File: src/rtl/jtframe_i2s_tx.sv
// I2S transmitter: captures stereo samples into a one-entry holding register
// and serialises them MSB first at a fixed frame rate (left slot, then right slot).
// lrclk leads data by one bit clock, and data changes on bclk falling edges.
module jtframe_i2s_tx #(
    parameter int DW         = 16,
    parameter int SLOTW      = 32,
    parameter int BDIV       = 8,
    parameter int SIGNED_SND = 1,
    parameter int ATT        = 1
) (
    input  logic          clk,
    input  logic          rst_n,
    input  logic [DW-1:0] snd_left,
    input  logic [DW-1:0] snd_right,
    input  logic          sample,
    input  logic          mute,
    output logic          i2s_bclk,
    output logic          i2s_lrclk,
    output logic          i2s_data,
    output logic          frame_st,
    output logic          overrun
);
    localparam int BW  = $clog2(2*SLOTW);
    localparam int DVW = $clog2(BDIV);
    localparam int PW  = (DW > 1) ? $clog2(DW) : 1;

    localparam logic [DVW-1:0] DIV_LAST = DVW'(BDIV-1);
    localparam logic [BW-1:0]  B_RESET  = BW'(2*SLOTW-2);
    localparam logic [BW-1:0]  B_LAST   = BW'(2*SLOTW-1);
    localparam logic [BW-1:0]  B_SLOT   = BW'(SLOTW);
    localparam logic [BW-1:0]  B_LR_ON  = BW'(SLOTW-1);
    localparam logic [BW-1:0]  B_DW     = BW'(DW);

    logic              r_sample_d;
    logic [2*DW-1:0]   r_hold;
    logic              r_pending;
    logic              r_overrun;
    logic [2*DW-1:0]   r_shift;
    logic              r_mute_q;
    logic [DVW-1:0]    r_div;
    logic              r_bclk;
    logic [BW-1:0]     r_b;
    logic              r_lrclk;
    logic              r_data;
    logic              r_frame_st;

    logic [DW-1:0]        w_left_fmt;
    logic [DW-1:0]        w_right_fmt;
    logic signed [DW-1:0] w_left_cap;
    logic signed [DW-1:0] w_right_cap;
    logic                 w_edge;
    logic                 w_div_wrap;
    logic                 w_fall;
    logic [BW-1:0]        w_b_next;
    logic                 w_load;
    logic                 w_right;
    logic [BW-1:0]        w_pos;
    logic                 w_lr_next;
    logic                 w_bit_next;
    logic [DW-1:0]        w_left_rev;
    logic [DW-1:0]        w_right_rev;

    // Sample formatting: optional unsigned-to-signed MSB flip, then attenuation
    always_comb begin
        w_left_fmt  = snd_left;
        w_right_fmt = snd_right;
        if (SIGNED_SND == 0) begin
            w_left_fmt[DW-1]  = ~snd_left[DW-1];
            w_right_fmt[DW-1] = ~snd_right[DW-1];
        end
        w_left_cap  = $signed(w_left_fmt) >>> ATT;
        w_right_cap = $signed(w_right_fmt) >>> ATT;
    end

    assign w_edge     = sample & ~r_sample_d;
    assign w_div_wrap = (r_div == DIV_LAST);
    assign w_fall     = w_div_wrap & r_bclk;
    assign w_b_next   = (r_b == B_LAST) ? '0 : r_b + BW'(1);
    assign w_load     = w_fall & (w_b_next == B_LAST);

    // Bit-reversed views of the frame word so slot position indexes directly
    genvar gi;
    generate
        for (gi = 0; gi < DW; gi++) begin : g_rev
            assign w_left_rev[gi]  = r_shift[2*DW-1-gi];
            assign w_right_rev[gi] = r_shift[DW-1-gi];
        end
    endgenerate

    assign w_right   = (w_b_next >= B_SLOT);
    assign w_pos     = w_right ? (w_b_next - B_SLOT) : w_b_next;
    assign w_lr_next = (w_b_next >= B_LR_ON) && (w_b_next != B_LAST);

    // Next serial bit; slot padding and muted frames send zeros
    always_comb begin
        w_bit_next = 1'b0;
        if (!r_mute_q && (w_pos < B_DW))
            w_bit_next = w_right ? w_right_rev[w_pos[PW-1:0]] : w_left_rev[w_pos[PW-1:0]];
    end

    // Capture path: edge detect, holding register, pending flag and sticky overrun
    always_ff @(posedge clk or negedge rst_n) begin
        if (!rst_n) begin
            r_sample_d <= 1'b0;
            r_hold     <= '0;
            r_pending  <= 1'b0;
            r_overrun  <= 1'b0;
        end else begin
            r_sample_d <= sample;
            if (w_edge) begin
                r_hold    <= {w_left_cap, w_right_cap};
                r_pending <= 1'b1;
                // A load in the same cycle consumes the old word, so nothing is lost
                if (r_pending && !w_load)
                    r_overrun <= 1'b1;
            end else if (w_load) begin
                r_pending <= 1'b0;
            end
        end
    end

    // Frame load: take the new word if one is pending, else repeat the last
    always_ff @(posedge clk or negedge rst_n) begin
        if (!rst_n) begin
            r_shift  <= '0;
            r_mute_q <= 1'b0;
        end else if (w_load) begin
            r_shift  <= r_pending ? r_hold : r_shift;
            r_mute_q <= mute;
        end
    end

    // Bit clock generation, slot bit counter and serial outputs
    always_ff @(posedge clk or negedge rst_n) begin
        if (!rst_n) begin
            r_div      <= '0;
            r_bclk     <= 1'b0;
            r_b        <= B_RESET;
            r_lrclk    <= 1'b0;
            r_data     <= 1'b0;
            r_frame_st <= 1'b0;
        end else begin
            r_frame_st <= w_load;
            if (w_div_wrap) begin
                r_div  <= '0;
                r_bclk <= ~r_bclk;
            end else begin
                r_div <= r_div + DVW'(1);
            end
            if (w_fall) begin
                r_b     <= w_b_next;
                r_lrclk <= w_lr_next;
                r_data  <= w_bit_next;
            end
        end
    end

    assign i2s_bclk  = r_bclk;
    assign i2s_lrclk = r_lrclk;
    assign i2s_data  = r_data;
    assign frame_st  = r_frame_st;
    assign overrun   = r_overrun;

endmodule

File: config.mk
export PLATFORM = sky130hd
export DESIGN_NAME = jtframe_i2s_tx
export DESIGN_NICKNAME = d
export VERILOG_FILES = /design/src/rtl/jtframe_i2s_tx.sv
export SDC_FILE = /design/constraint.sdc
export NUM_CORES = 1
export LEC_CHECK = 0
export ABC_CLOCK_PERIOD_IN_PS = 2300
export CORE_MARGIN = 2
export CORE_UTILIZATION = 50
export CTS_CLUSTER_SIZE = 28
export DETAILED_ROUTE_END_ITERATION = 7
export PLACE_DENSITY_LB_ADDON = 0.3
export REMOVE_ABC_BUFFERS = 1
export SETUP_SLACK_MARGIN = 0.3
export SLEW_MARGIN = 40
export SYNTH_ARGS = -nofsm -noshare
export SYNTH_HDL_FRONTEND = slang
export SYNTH_SLANG_ARGS = --single-unit
File: constraint.sdc
create_clock -name clk -period 2.3 [get_ports clk]
set_input_delay 0.575 -clock clk [delete_from_list [all_inputs] [get_ports clk]]
set_output_delay 0.575 -clock clk [all_outputs]
set_load 0.01 [all_outputs]
==> flow_metrics.env, run 1 <==
export IMPL_cts_made_buffers=9
export IMPL_synth_area_um2=3420
export IMPL_clockBufferDepth=2
export IMPL_synth_area_top_cells="dfrtp_1, mux2_2, dfstp_2"
export IMPL_io_buffer_count=38
export IMPL_final_layout_size_suffix_gt1_share_pct=37.5
export IMPL_fill_cells=535
export IMPL_synth_edf_count=0
export IMPL_fin_crit_sh_pct=91.8
export IMPL_insertion_delay_ps=340
export IMPL_cp_max_fo=3
export IMPL_start_util_pct=50.9
export IMPL_antenna_found_initial=0
export IMPL_final_nets=350
export IMPL_vias=2160
export IMPL_swShare_pct=22.3
export IMPL_die_x_um=86.7
export IMPL_finClkSkew_ps=4.97
export IMPL_avgSynthCellArea_um2=13.4
export IMPL_p_int_uw=1970
export IMPL_hold_class="in -> async"
export IMPL_grt_max_degree=45
export IMPL_drtIter0Drc=112
export IMPL_grt_pass1_vias=2295
export IMPL_cp_cell_sequence="ha_4, nor2b_1, or4_1, a21oi_2, nor4_2, o41ai_2, o311a_1"
export IMPL_maxCapViolCount=0
export IMPL_dr_pass1_iters=4
export IMPL_ys_seq_area_share_pct=56.5
export IMPL_ir_drop_uv=288
export IMPL_fmax_ghz=0.474
export IMPL_synth_top_area_share_pct=52.7
export IMPL_reg2reg_depth=7
export IMPL_cts_tree="yes"
export IMPL_core_area_um2=6720
export IMPL_place_congestion=0.912
export IMPL_p_leak_uw=0.00192
export IMPL_vias_per_cell=5.47
export IMPL_cts_hold_buf=0
export IMPL_pwr_share_clk_pct=34.7
export IMPL_io_pins=41
export IMPL_post_drt_wl_per_cell_um=15.8
export IMPL_cp_arrival_ps=2390
export IMPL_antenna_left=0
export IMPL_rows=30
export IMPL_worst_pin_slew_ps=541
export IMPL_slew_headroom_pct=63.7
export IMPL_drt_total_wl_um=6260
export IMPL_grt_total_usage_pct=18.8
export IMPL_critPathLaunchType="flip-flop"
export IMPL_cp_end_kind="flip-flop"
export IMPL_yosys_register_bits=77
export IMPL_power_density_nw_per_um2=600
export IMPL_fin_crit_ps=2110
export IMPL_finalHoldViolCount=0
export IMPL_required_ps=2580
export IMPL_htree_num_levels=3
export IMPL_setup_ws_ps=189
export IMPL_synthDistinctLibCells=44
export IMPL_outcome="completed"
export IMPL_grt_overflow=0
export IMPL_cts_root_buf="clkbuf_8"
export IMPL_yosys_area_top_type="dfrtp_1"
export IMPL_rsz0062_at_grt="yes"
export IMPL_synth_async_reset_ratio_pct=100
export IMPL_critPathKind="reg -> reg"
export IMPL_ys_warnings_count=0
export IMPL_dp_slack_ps=10.3
export IMPL_p_sw_uw=564
export IMPL_holdWs_ps=185
export IMPL_drc=0
export IMPL_slowest_delay_ps=590
export IMPL_dpl_hpwl_um=4300
export IMPL_diodes=0
export IMPL_power_frac_seq_pct=58.1
export IMPL_area_delta_synth_final_pct=23.5
export IMPL_clk_pin_slew_ps=80
export IMPL_grt_pass1_wl_um=10700
export IMPL_cts_sinks=77
export IMPL_slew_violations=0
export IMPL_slowest_stage="dfstp_2"
export IMPL_yosys_most_used_dff="dfrtp_1"
export IMPL_dieArea_um2=7520
export IMPL_comb_power_share_pct=7.2
export IMPL_chipHeight_um=86.7
export IMPL_synthCells=255
export IMPL_setup_viol=0
placed cells by master (no fill, tap or decap), types with 2 or more instances in the layout:
cell,synthesis,layout
o21ai_0,7,6
nand2_1,13,12
clkbuf_8,0,10
buf_12,0,2
xor2_1,4,4
buf_4,1,18
xnor2_1,4,4
dfstp_2,5,5
mux2i_1,5,5
clkinv_2,0,3
a211oi_1,3,3
mux2_2,60,59
mux2_1,2,2
clkdlybuf4s50_1,0,37
a21oi_1,6,5
clkbuf_1,2,2
o31ai_1,3,2
a2111oi_2,0,2
ha_4,0,2
nor2b_1,3,2
nand3_1,8,7
nor3_1,6,6
inv_1,3,2
dfrtp_1,72,71
nand2b_1,3,3
nand2_2,1,2
ha_1,4,2
nor2_1,8,8
kinds of logic after synthesis:
| family | after synthesis | synth area share (%) |
|---|---|---|
| multiplexers | 67 | 21.9 |
| flip-flops | 77 | 56.5 |
| adder cells (fa/ha/maj) | 4 | 1.46 |
| XOR/XNOR | 9 | 2.85 |
| AO/OA/AOI/OAI | 30 | 6.14 |
| buffers and inverters | 17 | 3.18 |
| AND/OR/NAND/NOR | 51 | 8.01 |
stage by stage:
step	setup TNS, ps	cell area, um2	utilization, %	power (uW)	cells
3_3_place_gp	0	3980	59.2	1680	379
6_report	0	4230	62.9	2530	395
4_1_cts	0	4200	62.5	2570	395
5_1_grt	0	4230	62.9	2670	395
2_1_floorplan	-12730	3320	-	1570	241
3_5_place_dp	0	3980	59.2	1690	379
synthesized netlist by cell type, types with 3 or more instances:
cell and instances:
buf_2 3, a211oi_1 3, nor2b_1 3, xor2_1 4, ha_1 4, dfrtp_1 72
o21ai_0 7, nand2b_1 3, nor3_1 6, a21oi_1 6, nor2_1 8, nand3_1 8
mux2_2 60, buf_6 5, o31ai_1 3, mux2i_1 5, xnor2_1 4, dfstp_2 5
buf_1 3, inv_1 3, nand2_1 13
power groups by stage:
stage,registers [uW],logic (uW),clock network [uW]
4_1_cts,1470,186,914
2_1_floorplan,1480,86.3,0
5_1_grt,1480,202,984
3_5_place_dp,1500,185,0
3_3_place_gp,1500,179,0
6_report,1470,181,880
timing repair:
action,CTS,global route
setup buffers,0,0
pin swaps,4,1
resized for setup,13,7
setup endpoints to repair,32,32
path summary, 6_finish.rpt:
path / startpoint / endpoint / slack (ps)
min in group clk: r_div[0] / r_div[0] / 450
worst max register to register: r_b[1] / i2s_data / 190
worst max-delay path: r_b[1] / i2s_data / 190
worst min-delay path: rst_n / i2s_bclk / 190
worst min register to register: r_div[0] / r_div[0] / 450
max in group asynchronous: rst_n / r_b[3] / 1480
area by class of cell:
class	instances	area, um2	area share [%]
sequential	77	1930	45.8
inverter	3	11.3	0.267
clock buffer	12	145	3.43
timing repair buffer	58	557	13.2
multi-input combinational	161	1450	34.4
clock inverter	4	23.8	0.563
tap	80	100	2.37
per-layer routing:
metal	vias to the layer above	routed length [um]	track usage [%]
li1	1020	-	-
met1	1083	2790	24.3
met2	46	3040	28.9
met3	11	266	4.95
met4	0	163	9.94
met5	-	0	0
critical path, delay by kind of cell, from the launching register on:
kind	cells	cell delay, ps
fa+ha+maj	1	220
compound gates	3	590
flops	1	590
simple gates	3	670
flip-flops by register name, summed over array words and instances, names as in the netlist:
signal / cells
i2s_lrclk: 1
i2s_bclk: 1
i2s_data: 1
r_mute_q: 1
r_div: 3
overrun: 1
r_hold: 30
r_shift: 30
r_b: 6
frame_st: 1
r_pending: 1
r_sample_d: 1
No activity file was read; power rests on OpenSTA's default activity.
==> run 2, diff against run 1 <==
--- a/config.mk
+++ b/config.mk
@@ -6,11 +6,13 @@
 export NUM_CORES = 1
 export LEC_CHECK = 0
 export ABC_CLOCK_PERIOD_IN_PS = 2300
+export CAP_MARGIN = 20
 export CORE_MARGIN = 2
 export CORE_UTILIZATION = 50
 export CTS_CLUSTER_SIZE = 28
 export DETAILED_ROUTE_END_ITERATION = 7
 export PLACE_DENSITY_LB_ADDON = 0.3
+export RECOVER_POWER = 50
 export REMOVE_ABC_BUFFERS = 1
 export SETUP_SLACK_MARGIN = 0.3
 export SLEW_MARGIN = 40
==> run 2 against run 1 <==
Largest power group unchanged. Sequential share of layout area about the same. Highest routed layer unchanged. Global-route usage unchanged. Cell count unchanged.
==> flow_metrics.env, run 2 (synthesis results as in run 1) <==
export IMPL_p_int_uw=1970
export IMPL_final_nets=350
export IMPL_vias_per_cell=5.47
export IMPL_pwr_share_clk_pct=34.7
export IMPL_cp_cell_sequence="ha_4, nor2b_1, or4_1, a21oi_2, nor4_2, o41ai_2, o311a_1"
export IMPL_die_x_um=86.7
export IMPL_diodes=0
export IMPL_maxCapViolCount=0
export IMPL_grt_max_degree=45
export IMPL_layout_cells_most_common="dfrtp_1"
export IMPL_slew_headroom_pct=38.7
export IMPL_power_density_nw_per_um2=600
export IMPL_slowest_stage="dfstp_2"
export IMPL_final_cell_area_um2=4220
export IMPL_start_util_pct=50.9
export IMPL_grt_overflow=0
export IMPL_rsz0062_at_grt="yes"
export IMPL_cp_max_fo=3
export IMPL_post_cts_buffers=0
export IMPL_outcome="completed"
export IMPL_cts_sinks=77
export IMPL_finalHoldViolCount=0
export IMPL_critPathLaunchType="flip-flop"
export IMPL_post_drt_wl_per_cell_um=15.8
export IMPL_dpl_hpwl_um=4300
export IMPL_fin_crit_sh_pct=91.8
export IMPL_slowest_delay_ps=590
export IMPL_rows=30
export IMPL_core_area_um2=6720
export IMPL_fin_crit_ps=2110
export IMPL_insertion_delay_ps=340
export IMPL_power_frac_seq_pct=58.2
export IMPL_hold_class="in -> async"
export IMPL_chipHeight_um=86.7
export IMPL_area_delta_synth_final_pct=23.4
export IMPL_antenna_found_initial=0
export IMPL_grt_total_usage_pct=18.8
export IMPL_reg_largest_list="r_hold: 30 flops, r_shift: 30 flops, r_b: 6 flops"
export IMPL_clk_pin_slew_ps=80
export IMPL_finClkSkew_ps=4.97
export IMPL_p_leak_uw=0.00192
export IMPL_htree_num_levels=3
export IMPL_slew_violations=0
export IMPL_drc=0
export IMPL_grt_pass1_wl_um=10700
export IMPL_comb_power_share_pct=7.1
export IMPL_cts_root_buf="clkbuf_8"
export IMPL_cp_end_kind="flip-flop"
export IMPL_worst_pin_slew_ps=920
export IMPL_place_area_um2=3980
export IMPL_cp_arrival_ps=2390
export IMPL_cts_made_buffers=9
export IMPL_cts_hold_buf=0
export IMPL_antenna_left=0
export IMPL_ir_drop_uv=288
export IMPL_grt_pass1_vias=2295
export IMPL_setup_viol=0
export IMPL_place_congestion=0.912
export IMPL_fin_util_pct=62.8
export IMPL_swShare_pct=22.3
export IMPL_io_pins=41
export IMPL_final_layout_size_suffix_gt1_share_pct=37.5
export IMPL_p_sw_uw=564
export IMPL_fmax_ghz=0.474
export IMPL_dr_pass1_iters=4
export IMPL_drtIter0Drc=112
export IMPL_io_buffer_count=38
export IMPL_clockBufferDepth=2
export IMPL_required_ps=2580
export IMPL_drt_total_wl_um=6260
export IMPL_dieArea_um2=7520
export IMPL_critPathKind="reg -> reg"
export IMPL_cts_tree="yes"
export IMPL_layout_common_cells="dfrtp_1, mux2_2, clkdlybuf4s50_1, buf_4, nand2_1"
export IMPL_vias=2160
-- run 2: path summary, 6_finish.rpt --
kind	startpoint	to	slack, ps	depth (start not counted)
max	r_b[1]	i2s_data	190	7
min	rst_n	i2s_bclk	360	1
max reg2reg	r_b[1]	i2s_data	190	7
min reg2reg	r_div[0]	r_div[0]	450	1
max in group asynchronous	rst_n	r_b[3]	1160	2
min in group clk	r_div[0]	r_div[0]	450	1
-- run 2: power groups by stage --
stage / combinational, uW / clock [uW] / sequential (uW)
CTS: 186 / 914 / 1470
global route: 201 / 984 / 1480
finish: 180 / 880 / 1470
global placement: 179 / 0 / 1500
detailed placement: 185 / 0 / 1500
floorplan: 86.3 / 0 / 1480
-- run 2: layout make-up --
type | instances | area [um2]
fillers | 535 | 2500
flip-flops and latches | 77 | 1930
multi-input cells | 161 | 1450
repair buffers | 58 | 554
clock buffers | 12 | 145
well taps | 80 | 100
clock inverters | 4 | 23.8
inverters | 3 | 11.3
-- run 2: metal layers --
| metal | GRT usage [%] | wire [um] | up-vias |
|---|---|---|---|
| met5 | 0 | 0 | - |
| met4 | 9.94 | 163 | 0 |
| met3 | 4.95 | 265 | 11 |
| met2 | 28.9 | 3040 | 46 |
| met1 | 24.3 | 2790 | 1083 |
| li1 | - | - | 1020 |
-- run 2: stage by stage --
stage	setup slack (ps)	total power, uW	hold WS [ps]	setup TNS (ps)	std cells
after floorplan	-276	1570	279	-12730	241
after global placement	27.7	1680	414	0	379
after detailed placement	10.3	1690	435	0	379
after CTS	205	2570	188	0	395
after global routing	112	2670	405	0	395
final	189	2530	359	0	395
-- run 2: critical path: cells and delay by family (launching register included) --
| family | cells | cell delay, ps |
|---|---|---|
| simple gates | 3 | 670 |
| fa+ha+maj | 1 | 220 |
| flops | 1 | 590 |
| compound gates | 3 | 590 |
-- run 2: repair_timing --
item	4_1_cts	5_1_grt
setup endpoints to repair	32	32
pin swaps	4	1
resized for setup	13	7
